$ cat config.mk
export PLATFORM = sky130hd
export DESIGN_NAME = uart_msg_tx
export DESIGN_NICKNAME = d
export VERILOG_FILES = /design/src/rtl/uart_msg_tx.sv
export SDC_FILE = /design/constraint.sdc
export NUM_CORES = 1
export LEC_CHECK = 0
export BUFFER_PORTS_ARGS = -buffer_cell sky130_fd_sc_hd__buf_4
export CELL_PAD_IN_SITES_DETAIL_PLACEMENT = 0
export CELL_PAD_IN_SITES_GLOBAL_PLACEMENT = 1
export CORE_UTILIZATION = 38
export CTS_CLUSTER_SIZE = 30
export DETAILED_ROUTE_END_ITERATION = 6
export PLACE_DENSITY = 0.85
export SYNTH_ARGS = -nofsm -noshare
export SYNTH_HDL_FRONTEND = slang
export SYNTH_SLANG_ARGS = --single-unit
$ cat constraint.sdc
create_clock -name clk -period 2.5 [get_ports clk]
set_clock_uncertainty 0.15 [all_clocks]
set_input_delay 0.125 -clock clk [delete_from_list [all_inputs] [get_ports clk]]
set_output_delay 0.125 -clock clk [all_outputs]
set_load 0.005 [all_outputs]
$ cat src/rtl/uart_msg_tx.sv
// uart_msg_tx: sends a latched message of up to MAX_LEN bytes as 8N1 UART frames (8E1 with UART_MSG_TX_PARITY_EN)
// Ports: clk, rst (async active-high), start (level), msg (byte k at [8k+7:8k], byte 0 first), len (clamped to MAX_LEN),
//        busy (high outside IDLE), done (one-cycle pulse after the last stop bit), tx (registered serial line, idles high).
// Optional macro UART_MSG_TX_PARITY_EN adds an even-parity bit between the data and stop bits.
module uart_msg_tx #(
  parameter int CLK_DIV = 4,
  parameter int MAX_LEN = 4,
  parameter int LEN_W = $clog2(MAX_LEN + 1)
) (
  input  logic                   clk,
  input  logic                   rst,
  input  logic                   start,
  input  logic [8*MAX_LEN-1:0]   msg,
  input  logic [LEN_W-1:0]       len,
  output logic                   busy,
  output logic                   done,
  output logic                   tx
);
  localparam int CNT_W = $clog2(CLK_DIV);
`ifdef UART_MSG_TX_PARITY_EN
  typedef enum logic [2:0] {IDLE, START_BIT, DATA, PAR, STOP, DONE} state_t;
`else
  typedef enum logic [2:0] {IDLE, START_BIT, DATA, STOP, DONE} state_t;
`endif
  state_t state, state_n;
  logic [CNT_W-1:0] cnt, cnt_n;
  logic [2:0] bit_q, bit_n;
  logic [LEN_W-1:0] byte_q, byte_n, len_q, len_n;
  logic [8*MAX_LEN-1:0] msg_q, msg_n;
  logic tx_n, bit_end, last;
  assign bit_end = cnt == CNT_W'(CLK_DIV - 1);
  assign last = (byte_q + LEN_W'(1)) == len_q;
  assign busy = state != IDLE;
  assign done = state == DONE;
  // The byte on the wire is always msg_q[7:0]; the buffer shifts down one byte per finished frame.
  always_comb begin
    state_n = state;
    byte_n = byte_q;
    msg_n = msg_q;
    len_n = len_q;
    case (state)
      IDLE: if (start && len != '0) begin
        state_n = START_BIT;
        byte_n = '0;
        msg_n = msg;
        len_n = len > LEN_W'(MAX_LEN) ? LEN_W'(MAX_LEN) : len;
      end
      START_BIT: if (bit_end) state_n = DATA;
`ifdef UART_MSG_TX_PARITY_EN
      DATA: if (bit_end && bit_q == 3'd7) state_n = PAR;
      PAR: if (bit_end) state_n = STOP;
`else
      DATA: if (bit_end && bit_q == 3'd7) state_n = STOP;
`endif
      STOP: if (bit_end) begin
        state_n = last ? DONE : START_BIT;
        byte_n = last ? byte_q : byte_q + LEN_W'(1);
        msg_n = last ? msg_q : msg_q >> 8;
      end
      DONE: state_n = IDLE;
      default: state_n = IDLE;
    endcase
    cnt_n = (state == IDLE || state == DONE || bit_end) ? '0 : cnt + CNT_W'(1);
    bit_n = (state == DATA && bit_end) ? bit_q + 3'd1 : bit_q;
    // tx is computed for the upcoming state so the registered line changes exactly at bit boundaries.
    tx_n = state_n == START_BIT ? 1'b0 :
           state_n == DATA ? msg_n[bit_n] :
`ifdef UART_MSG_TX_PARITY_EN
           state_n == PAR ? ^msg_n[7:0] :
`endif
           1'b1;
  end
  always_ff @(posedge clk or posedge rst) begin
    if (rst) begin
      state <= IDLE;
      cnt <= '0;
      bit_q <= '0;
      byte_q <= '0;
      len_q <= '0;
      msg_q <= '0;
      tx <= 1'b1;
    end else begin
      state <= state_n;
      cnt <= cnt_n;
      bit_q <= bit_n;
      byte_q <= byte_n;
      len_q <= len_n;
      msg_q <= msg_n;
      tx <= tx_n;
    end
  end
endmodule
==> reports/metrics.yaml, run 1 <==
run_status:
  outcome: "complete, no violations"
grt:
  antenna_violations_before_repair: 0
  grt_pass1_vias: 2035
  largest_net_degree_at_the_start_of_global_routing: 23
  grt.overflow.total: 0
  track_usage_pct: 19.33
  grt_first_pass_wirelength_um: 9473
min_path:
  hold-path-endpoint: "msg_q[0]$_DFF_PP0_"
  hold_path_depth: 3
  worstHoldStart: "msg[0]"
  hold_path.class: "in2reg"
setup_path:
  worst_ep_required_time_ps: 2600
  critPathLaunchType: "register"
  timing.rr.start: "byte_q[0]$_DFFE_PP0P_"
  timing.critical_path.slowest_stage_cell: "sky130_fd_sc_hd__dfrtp_1"
  crit_chain: "ha_1 -> xor3_2 -> o31a_4 -> clkbuf_2 -> o21ai_1 -> o22ai_1 -> a31o_2 -> o21ai_1"
  timing.critical_path.max_delay_family: "compound AO/OA/AOI/OAI gates"
  critical_path.reg2reg.endpoint: "tx$_DFF_PP1_"
  critical-path-top-cell-by-count: "sky130_fd_sc_hd__o21ai_1"
  critical_path_class: "reg2reg"
  r2r_setup_slack_ps: 130
  worst_ep_arrival_time_ps: 2470
  crit_path_end_kind: "register"
  r2r.worst_path.cells: 8
  max_stage_delay_ps: 400
  critical_path.n_buffers_inverters: 1
  crit_fanout: 7
logic_synthesis:
  edff_count_synth: 0
  post_synth_inst_count: 231
  yosys.cell_types.count: 55
  synthesis.area_um2: 2320
  synth-async-reset-ratio_pct: 100.0
  synthesis.yosys.warnings: 0
  commonest_cells_post_synth: "sky130_fd_sc_hd__nand2_1, sky130_fd_sc_hd__dfrtp_1, sky130_fd_sc_hd__a22oi_1"
  netlist.top_cell.by_area: "sky130_fd_sc_hd__dfrtp_1"
  synth_seq_cells: 47
  yosys.area.top_type_share_pct: 49.62
  yosysSeqAreaShare_pct: 50.76
  syn_area_per_cell_um2: 10.04
  number_of_nets_produced_by_synthesis: 273
  ys_dominant_reg_cell: "sky130_fd_sc_hd__dfrtp_1"
  ys_top_cells_by_area: "sky130_fd_sc_hd__dfrtp_1, sky130_fd_sc_hd__nand2_1, sky130_fd_sc_hd__a22oi_1"
  yosys.cell_count.top_type: "sky130_fd_sc_hd__nand2_1"
final_layout:
  final_area_um2: 3299
  post_layout_nonfiller_instances: 399
  num-nets-final: 365
  area.growth.synth_to_final_pct: 42.23
  final_layout_size_suffix_gt1_share_pct: 27.78
  num_antenna_cells: 0
timing:
  hold_violations_final: 0
  min_period_over_period_pct: 94.91
  report.final.slew_viol_count: 0
  period_minus_slack_ps: 2373
  tightestPinTransition_ps: 454.8
  layout_setup_ws_ps: 127.3
  worst_hold_slack_ps: 19.64
  max_freq_ghz: 0.4215
  setup_repair_after_global_routing_missed_its_margin: "false"
  finalSetupViolations: 0
  relSlewSlack_pct: 69.24
cts:
  clock_tree.buffer_depth: 2
  worstSkewPairLatency_ps: 310
  cts_buffers: 5
  clock_tree.root_cell: "sky130_fd_sc_hd__clkbuf_8"
  cts_sinks: 47
  ctsHtreeMaxLevel: 2
  cts_tree: "built"
  cts.clk_slew.worst_paths_ps: 100
die:
  start_util_pct: 39.18
  num_io_pins: 41
  fp.coreArea_um2: 5921
  die_height_um: 80.13
  fp.dieArea_um2: 6421
  die_w_um: 80.13
  row_count: 28
detailed_routing:
  detail_route.first_pass.iterations: 4
  average_routed_wire_per_standard_cell_um: 13.95
  ant_nets: 0
  routed-via-count: 2036
  totalWireLength_um: 5568
  vias_per_cell: 5.103
  drc_errors: 0
  drt_iter0_drc: 92
power_and_ir_drop:
  leakagePower_nw: 1.589
  vdd_ir_drop_max_uv: 362.5
  power_density_nw_per_um2: 709.3
job:
  cap_viol_max_count: 0
placement:
  place.gp.congestion: 0.8051
  preCtsSetupSlack_ps: -2.867
  io_port_bufs: 40
  placed_cells_incl_taps: 351
  place.detailed.hpwl_um: 3707
  dpl-instance-area_um2: 2784
[cells in the final DEF, fill, tap and decap left out, drive strengths merged, types with 3 or more instances in the layout]
| master | instances |
|---|---|
| nor3b | 3 |
| ha | 4 |
| and2 | 4 |
| dlygate4sd3 | 34 |
| dfrtp | 46 |
| nand2 | 66 |
| a211oi | 3 |
| o21ai | 16 |
| a22o | 4 |
| mux2 | 3 |
| nand3 | 3 |
| buf | 64 |
| xor2 | 3 |
| inv | 4 |
| a22oi | 21 |
| clkbuf | 6 |
[worst reg2reg max path, cell delays in order (launching register included)]
cell                       delay [ps]
sky130_fd_sc_hd__dfrtp_1          400
sky130_fd_sc_hd__ha_1             230
sky130_fd_sc_hd__xor3_2           260
sky130_fd_sc_hd__o31a_4           400
sky130_fd_sc_hd__clkbuf_2         170
sky130_fd_sc_hd__o21ai_1          230
sky130_fd_sc_hd__o22ai_1          120
sky130_fd_sc_hd__a31o_2           250
sky130_fd_sc_hd__o21ai_1          110
[cell families (layout without fill, tap and decap cells)]
| logic type | Yosys count | after routing | share of synthesized area [%] |
|---|---|---|---|
| buffers and inverters | 17 | 110 | 3.613 |
| flip-flops | 47 | 47 | 50.76 |
| multiplexers | 4 | 4 | 1.888 |
| XOR/XNOR | 5 | 5 | 2.535 |
| AO/OA/AOI/OAI | 60 | 60 | 19.15 |
| adder cells (fa/ha/maj) | 4 | 4 | 2.158 |
| AND/OR/NAND/NOR | 94 | 94 | 19.90 |
[layout make-up]
| cell class | instances | area, um^2 |
|---|---|---|
| Clock inverter | 3 | 47.55 |
| Sequential cell | 47 | 1177 |
| Tap cell | 75 | 93.84 |
| Multi-Input combinational cell | 167 | 1075 |
| Inverter | 3 | 11.26 |
| Fill cell | 500 | 2621 |
| Timing Repair Buffer | 99 | 825.8 |
| Clock buffer | 5 | 68.82 |
[where the power goes]
group / switching (mW) / internal, mW / total (mW)
combinational: 0.366 / 0.406 / 0.771
sequential: 0.0789 / 0.907 / 0.986
clock: 0.279 / 0.303 / 0.583
total: 0.724 / 1.62 / 2.34
[registers in the layout, indices dropped and copies added, names as in the netlist]
name    cells
bit_q       3
byte_q      3
cnt         2
len_q       3
msg_q      32
state       3
tx          1
[metal layers]
layer / vias to the layer above / GRT usage (%) / share of wire (%)
met4: 0 / 4.286 / 0.81
met3: 6 / 4.432 / 3.6
met5: - / 0 / 0
met1: 983 / 25.24 / 45
met2: 39 / 32.65 / 50
li1: 1008 / - / -
[metrics by stage]
stage / setup TNS (ps) / power, mW / utilization (%)
finish: 0 / 2.340 / 55.73
CTS: 0 / 2.331 / 54.84
global placement: 0 / 1.688 / 47.02
detailed placement: -2.867 / 1.704 / 47.02
global route: 0 / 2.490 / 55.73
floorplan: 0 / 1.467 / -
[worst max-delay path by stage]
stage,cells past startpoint,endpoint,slack [ps],start
global route,9,tx$_DFF_PP1_,20,byte_q[0]$_DFFE_PP0P_
floorplan,8,tx$_DFF_PP1_,160,byte_q[0]$_DFFE_PP0P_
CTS,8,tx$_DFF_PP1_,9,byte_q[0]$_DFFE_PP0P_
finish,8,tx$_DFF_PP1_,130,byte_q[0]$_DFFE_PP0P_
detailed placement,7,tx$_DFF_PP1_,-3,state[2]$_DFF_PP0_
global placement,7,tx$_DFF_PP1_,70,state[2]$_DFF_PP0_
[repair_timing]
| item | in CTS | in global routing |
|---|---|---|
| setup buffers | 0 | 6 |
| setup endpoints to repair | 1 | 1 |
| hold buffers | 34 | 0 |
| pin swaps | 0 | 3 |
| resized for setup | 1 | 4 |
| endpoints found under the hold margin | 47 | 0 |
Power figures use the tool's default switching activity.
==> inputs of run 2 (changes only) <==
--- a/config.mk
+++ b/config.mk
@@ -9,6 +9,7 @@
 export CELL_PAD_IN_SITES_DETAIL_PLACEMENT = 0
 export CELL_PAD_IN_SITES_GLOBAL_PLACEMENT = 1
 export CORE_UTILIZATION = 38
+export CTS_BUF_LIST = sky130_fd_sc_hd__clkbuf_16
 export CTS_CLUSTER_SIZE = 30
 export DETAILED_ROUTE_END_ITERATION = 6
 export PLACE_DENSITY = 0.85
==> run 2 against run 1 <==
Compared with the run above: global-route usage is 0.20 points higher; critical path depth increased by 1; total power up 8.4%; maximum frequency down 1.5%; clock power grew 32%; largest cell class unchanged; cell count is 1.0% lower; worst setup slack worse by 37 ps.
==> reports/metrics.yaml, run 2 (synthesis gave the netlist of run 1 again) <==
setup_path:
  crit_path_end_kind: "register"
  critPathLaunchType: "register"
  worst_ep_required_time_ps: 2560  # -40 ps
  timing.critical_path.slowest_stage_cell: "sky130_fd_sc_hd__dfrtp_1"
  crit_chain: "ha_4 -> xor2_1 -> o31a_4 -> buf_2 -> nor3b_4 -> nor3b_4 -> o32ai_2 -> a32oi_1 -> o21ai_1"
  timing.rr.start: "byte_q[0]$_DFFE_PP0P_"
  critical_path_class: "reg2reg"
  critical-path-top-cell-by-count: "sky130_fd_sc_hd__nor3b_4"
  worst_ep_arrival_time_ps: 2470  # about the same
  crit_fanout: 6  # -1
  max_stage_delay_ps: 420  # +20 ps
  critPathLaunch: "byte_q[0]$_DFFE_PP0P_"
grt:
  grt.overflow.total: 0  # unchanged
  largest_net_degree_at_the_start_of_global_routing: 23  # unchanged
  antenna_violations_before_repair: 0  # unchanged
  grt_first_pass_wirelength_um: 9653  # +1.9%
  track_usage_pct: 19.53  # +0.20 points
  grt_pass1_vias: 2086  # +2.5%
power_and_ir_drop:
  leakagePower_nw: 1.599  # +0.67%
  power_density_nw_per_um2: 760.4  # +7.2%
  p_comb_share_pct: 30.6  # -2.4 points
  cell_internal_pwr_mw: 1.792  # +11%
  power_dissipated_by_switching_net_loads_mw: 0.7451  # +2.9%
  switching_share_pct: 29.37  # -1.6 points
  vdd_ir_drop_max_uv: 387.1  # +6.8%
  power.clock.fraction_pct: 30.3  # +5.4 points
  pwr-share-seq_pct: 39.1  # -3.0 points
detailed_routing:
  vias_per_cell: 5.076  # -0.53%
  ant_nets: 0  # unchanged
  drt_iter0_drc: 126  # +37%
  average_routed_wire_per_standard_cell_um: 14.03  # +0.54%
  detail_route.first_pass.iterations: 4  # unchanged
  drc_errors: 0  # unchanged
  routed-via-count: 2005  # -1.5%
  totalWireLength_um: 5542  # -0.47%
timing:
  report.final.slew_viol_count: 0  # unchanged
  max_freq_ghz: 0.4150  # -1.5%
  min_period_over_period_pct: 96.40  # +1.5 points
  finalSetupViolations: 0  # unchanged
  setup-tns-final_ps: 0  # unchanged
  relSlewSlack_pct: 69.10  # -0.14 points
  worst_hold_slack_ps: 29.71  # +10.07 ps
  tightestPinTransition_ps: 456.9  # +2.076 ps
  setup_repair_after_global_routing_missed_its_margin: "false"
  period_minus_slack_ps: 2410  # +37.18 ps
  hold_violations_final: 0  # unchanged
cts:
  ctsHtreeMaxLevel: 2  # unchanged
  cts_tree: "built"
  clock_tree.buffer_depth: 2  # unchanged
  cts_buffers: 5  # unchanged
  cts.clk_slew.worst_paths_ps: 70  # -30 ps
  clock_tree.root_cell: "sky130_fd_sc_hd__clkbuf_16"
  worstSkewPairLatency_ps: 290  # -20 ps
  cts_sinks: 47  # unchanged
die:
  row_count: 28  # unchanged
  die_w_um: 80.13  # unchanged
  die_height_um: 80.13  # unchanged
  fp.dieArea_um2: 6421  # unchanged
  start_util_pct: 39.18  # unchanged
  fp.coreArea_um2: 5921  # unchanged
  num_io_pins: 41  # unchanged
placement:
  io_port_bufs: 40  # unchanged
  placed_cells_incl_taps: 351  # unchanged
  place.gp.congestion: 0.8051  # unchanged
  place.detailed.hpwl_um: 3707  # unchanged
final_layout:
  area.growth.synth_to_final_pct: 43.80
  final_layout_size_suffix_gt1_share_pct: 27.50  # -0.28 points
  post_layout_nonfiller_instances: 395  # -1.0%
  num_antenna_cells: 0  # unchanged
  postLayoutCoreUtil_pct: 56.34  # +0.61 points
  fillCellCount: 492  # -1.6%
  max_flop_register: "msg_q"
  largest_register_ffs: 32  # unchanged
  num-nets-final: 361  # -1.1%
  most_common_library_cell_in_the_layout_ignoring_fill_and_taps: "sky130_fd_sc_hd__nand2_1"
  final_cell_mix: "sky130_fd_sc_hd__nand2_1, sky130_fd_sc_hd__buf_4, sky130_fd_sc_hd__dfrtp_1, sky130_fd_sc_hd__dlygate4sd3_1, sky130_fd_sc_hd__a22oi_1"
min_path:
  hold_path.class: "in2reg"
  worstHoldStart: "msg[7]"
run_status:
  outcome: "complete, no violations"
job:
  cap_viol_max_count: 0  # unchanged
[run 2: final cells by class]
type | instances | area, um^2 | share of cell area, %
Clock inverter | 3 | 47.55 | 1.425
Multi-Input combinational cell | 167 | 1087 | 32.60
Timing Repair Buffer | 95 | 793.3 | 23.78
Clock buffer | 5 | 125.1 | 3.751
Tap cell | 75 | 93.84 | 2.813
Sequential cell | 47 | 1177 | 35.30
Inverter | 3 | 11.26 | 0.3376
[run 2: metrics by stage]
stage | worst slack [ps] | power (mW) | cell area (um^2)
floorplan | 164.4 | 1.467 | 2320
global placement | 67.69 | 1.688 | 2784
finish | 90.12 | 2.537 | 3336
CTS | 19.85 | 2.524 | 3313
global route | 11.11 | 2.694 | 3336
detailed placement | -2.867 | 1.704 | 2784
[run 2: final timing paths]
path,slack [ps],cells after the start,endpoint
worst max-delay path,90,9,tx$_DFF_PP1_
worst min-delay path,30,3,msg_q[7]$_DFF_PP0_
worst max register to register,90,9,tx$_DFF_PP1_
worst min register to register,300,1,cnt[0]$_DFF_PP0_
max in group asynchronous,1430,4,byte_q[2]$_DFFE_PP0P_
min in group asynchronous,220,3,msg_q[9]$_DFFE_PP0P_
[run 2: routing by layer]
metal | vias up | share of wire (%) | GRT usage, %
met5 | - | 0 | 0
met4 | 0 | 0.74 | 5.357
met3 | 5 | 3.1 | 3.409
met2 | 41 | 51 | 32.99
met1 | 954 | 45 | 25.77
li1 | 1005 | - | -
[run 2: worst max-delay path, delay by kind of cell (launching register included)]
family	cells	cell delay (ps)
fa+ha+maj	1	260
compound gates	4	830
simple gates	2	330
flops	1	420
xor+xnor	1	170
buf+inv	1	180
[run 2: power groups by stage]
| stage | Clock (mW) | Sequential [mW] | Combinational [mW] |
|---|---|---|---|
| finish | 0.769 | 0.992 | 0.776 |
| global route | 0.816 | 1.01 | 0.869 |
| CTS | 0.780 | 0.988 | 0.756 |
| detailed placement | 0 | 1.00 | 0.704 |
| global placement | 0 | 0.996 | 0.692 |
| floorplan | 0 | 0.981 | 0.486 |
[run 2: timing repair]
| item | CTS | global route |
|---|---|---|
| endpoints found under the setup margin | 1 | 1 |
| cloned | 0 | 0 |
| pin swaps | 2 | 3 |
| hold buffers | 33 | 0 |
| endpoints found under the hold margin | 46 | 0 |
| gates resized for setup | 1 | 5 |
| setup buffers | 3 | 0 |
==> inputs of run 3 (changes only) <==
--- a/config.mk
+++ b/config.mk
@@ -8,6 +8,7 @@
 export BUFFER_PORTS_ARGS = -buffer_cell sky130_fd_sc_hd__buf_4
 export CELL_PAD_IN_SITES_DETAIL_PLACEMENT = 0
 export CELL_PAD_IN_SITES_GLOBAL_PLACEMENT = 1
+export CORE_MARGIN = 2
 export CORE_UTILIZATION = 38
 export CTS_BUF_LIST = sky130_fd_sc_hd__clkbuf_16
 export CTS_CLUSTER_SIZE = 30
==> run 3 against run 2 <==
Compared with the run above: non-clock buffer count up 1; worst setup slack improved by 12 ps; sequential power hardly changed; maximum frequency up 0.50%; routed wire length grew 1.1%; global-route usage down 0.93 points; utilization increased by 0.32 points; clock power down 4.6%; critical endpoint unchanged; clock-buffer cell count did not move; combinational power grew 2%; first-iteration DRC count is 0.79% higher; die area rose by 5.1%.
==> reports/metrics.yaml, run 3 (synthesis gave the netlist of run 1 again) <==
setup_path:
  timing.critical_path.slowest_stage_cell: "sky130_fd_sc_hd__dlygate4sd3_1"
  timing.rr.start: "byte_q[0]$_DFFE_PP0P_"
  critical_path_class: "in2reg"
  max_stage_delay_ps: 530  # +110 ps
  crit_path_end_kind: "register"
  critPathLaunch: "len[0]"
  crit_fanout: 37  # +31
  worst_ep_arrival_time_ps: 2460  # about the same
  critPathLaunchType: "primary input"
  r2r_setup_slack_ps: 130  # +40 ps
  worst_ep_required_time_ps: 2560  # about the same
  crit_chain: "dlygate4sd3_1 -> buf_4 -> or3_1 -> and2_1 -> buf_12 -> a22o_1 -> a211oi_1 -> o32ai_2 -> a32oi_1 -> o21ai_1"
cts:
  clock_tree.root_cell: "sky130_fd_sc_hd__clkbuf_16"
  cts_tree: "built"
  clock_tree.buffer_depth: 2  # unchanged
  cts_buffers: 5  # unchanged
  cts.clk_slew.worst_paths_ps: 60  # about the same
  cts_sinks: 47  # unchanged
  ctsHtreeMaxLevel: 2  # unchanged
  worstSkewPairLatency_ps: 280  # about the same
timing:
  setup-tns-final_ps: 0  # unchanged
  report.final.slew_viol_count: 0  # unchanged
  hold_violations_final: 0  # unchanged
  tightestPinTransition_ps: 490.2  # +33.29 ps
  finalSetupViolations: 0  # unchanged
  period_minus_slack_ps: 2398  # -11.97 ps
  min_period_over_period_pct: 95.92  # -0.48 points
  relSlewSlack_pct: 67.27  # -1.8 points
  max_freq_ghz: 0.4170  # +0.50%
  setup_repair_after_global_routing_missed_its_margin: "false"
  worst_hold_slack_ps: 20.10  # -9.610 ps
detailed_routing:
  topRoutingLayerUsed: "met4"
  drt_iter0_drc: 127  # +0.79%
  detail_route.first_pass.iterations: 4  # unchanged
  wirelength_met1_um: 2527  # +1.4%
  ant_nets: 0  # unchanged
  routed-via-count: 2012  # +0.35%
  average_routed_wire_per_standard_cell_um: 14.19  # +1.1%
  met2_length_um: 2740  # -3.4%
  detailroute.wirelength.met3_um: 280  # +64%
  totalWireLength_um: 5605  # +1.1%
  vias_per_cell: 5.094  # +0.35%
  drc_errors: 0  # unchanged
grt:
  grt.overflow.total: 0  # unchanged
  grt_first_pass_wirelength_um: 9439  # -2.2%
  track_usage_pct: 18.60  # -0.93 points
  antenna_violations_before_repair: 0  # unchanged
  grt_pass1_vias: 2001  # -4.1%
  largest_net_degree_at_the_start_of_global_routing: 38  # +65%
final_layout:
  num_antenna_cells: 0  # unchanged
  largest_register_ffs: 32  # unchanged
  num-nets-final: 362  # +0.28%
  area.growth.synth_to_final_pct: 44.61
  max_flop_register: "msg_q"
  final_layout_size_suffix_gt1_share_pct: 27.81  # +0.31 points
  final_cell_mix: "sky130_fd_sc_hd__nand2_1, sky130_fd_sc_hd__buf_4, sky130_fd_sc_hd__dfrtp_1, sky130_fd_sc_hd__dlygate4sd3_1, sky130_fd_sc_hd__a22oi_1"
  most_common_library_cell_in_the_layout_ignoring_fill_and_taps: "sky130_fd_sc_hd__nand2_1"
job:
  cap_viol_max_count: 0  # unchanged
min_path:
  hold_path.class: "in2reg"
  worstHoldStart: "msg[0]"
placement:
  place.gp.congestion: 0.8839  # +9.8%
  place.detailed.hpwl_um: 3603  # -2.8%
  io_port_bufs: 40  # unchanged
power_and_ir_drop:
  vdd_ir_drop_max_uv: 420.5  # +8.6%
  leakagePower_nw: 1.603  # +0.24%
  power_density_nw_per_um2: 750.5  # -1.3%
die:
  num_io_pins: 41  # unchanged
  fp.coreArea_um2: 5921  # unchanged
  start_util_pct: 39.18  # unchanged
  row_count: 28  # unchanged
  die_w_um: 82.13  # +2.5%
  die_height_um: 82.13  # +2.5%
  fp.dieArea_um2: 6745  # +5.1%
run_status:
  outcome: "complete, no violations"
==> run 3: cell type report <==
type | count | area [um^2]
clock buffer | 5 | 125.1
sequential | 47 | 1177
timing repair buffer | 96 | 815.8
multi-input combinational | 167 | 1097
tap | 75 | 93.84
fill | 502 | 2566
clock inverter | 2 | 33.78
inverter | 3 | 11.26
==> run 3: per-stage QoR <==
stage	cell area, um^2	setup slack (ps)	utilization, %	instances	power [mW]
2_1_floorplan	2320	164.4	-	231	1.467
3_3_place_gp	2789	64.71	47.10	350	1.691
3_5_place_dp	2789	-14.77	47.10	350	1.711
4_1_cts	3303	34.69	55.79	393	2.488
5_1_grt	3354	9.782	56.66	395	2.674
6_report	3354	102.1	56.66	395	2.518
==> run 3: path summary, 6_finish.rpt <==
path | cells after the start | endpoint
max | 10 | tx$_DFF_PP1_
min | 3 | msg_q[0]$_DFF_PP0_
max reg2reg | 9 | tx$_DFF_PP1_
min reg2reg | 1 | cnt[0]$_DFF_PP0_
max in group asynchronous | 4 | byte_q[0]$_DFFE_PP0P_
min in group asynchronous | 3 | msg_q[19]$_DFFE_PP0P_
==> run 3: timing repair <==
item / CTS / global route
pin swaps: 2 / 2
setup endpoints to repair: 1 / 1
endpoints found under the hold margin: 52 / 0
hold buffers: 33 / 0
resized for setup: 1 / 7
setup buffers: 3 / 2
==> run 3: worst max-delay path: cells and delay by family <==
kind | cells | cell delay (ps)
AND/OR/NAND/NOR | 2 | 560
AO/OA/AOI/OAI | 5 | 910
buffers and inverters | 3 | 850
==> run 3: layer usage <==
metal  vias up  GRT usage [%]
met2        61          30.24
met1       946          25.40
li1        997              -
met5         -              0
met4         0          4.500
met3         8          4.130
==> run 3: report_power, final <==
| part | leakage [nW] | switching, mW | internal [mW] |
|---|---|---|---|
| clock network | 0.0811 | 0.271 | 0.462 |
| logic | 0.922 | 0.378 | 0.414 |
| registers | 0.600 | 0.0827 | 0.909 |
| total | 1.60 | 0.732 | 1.79 |
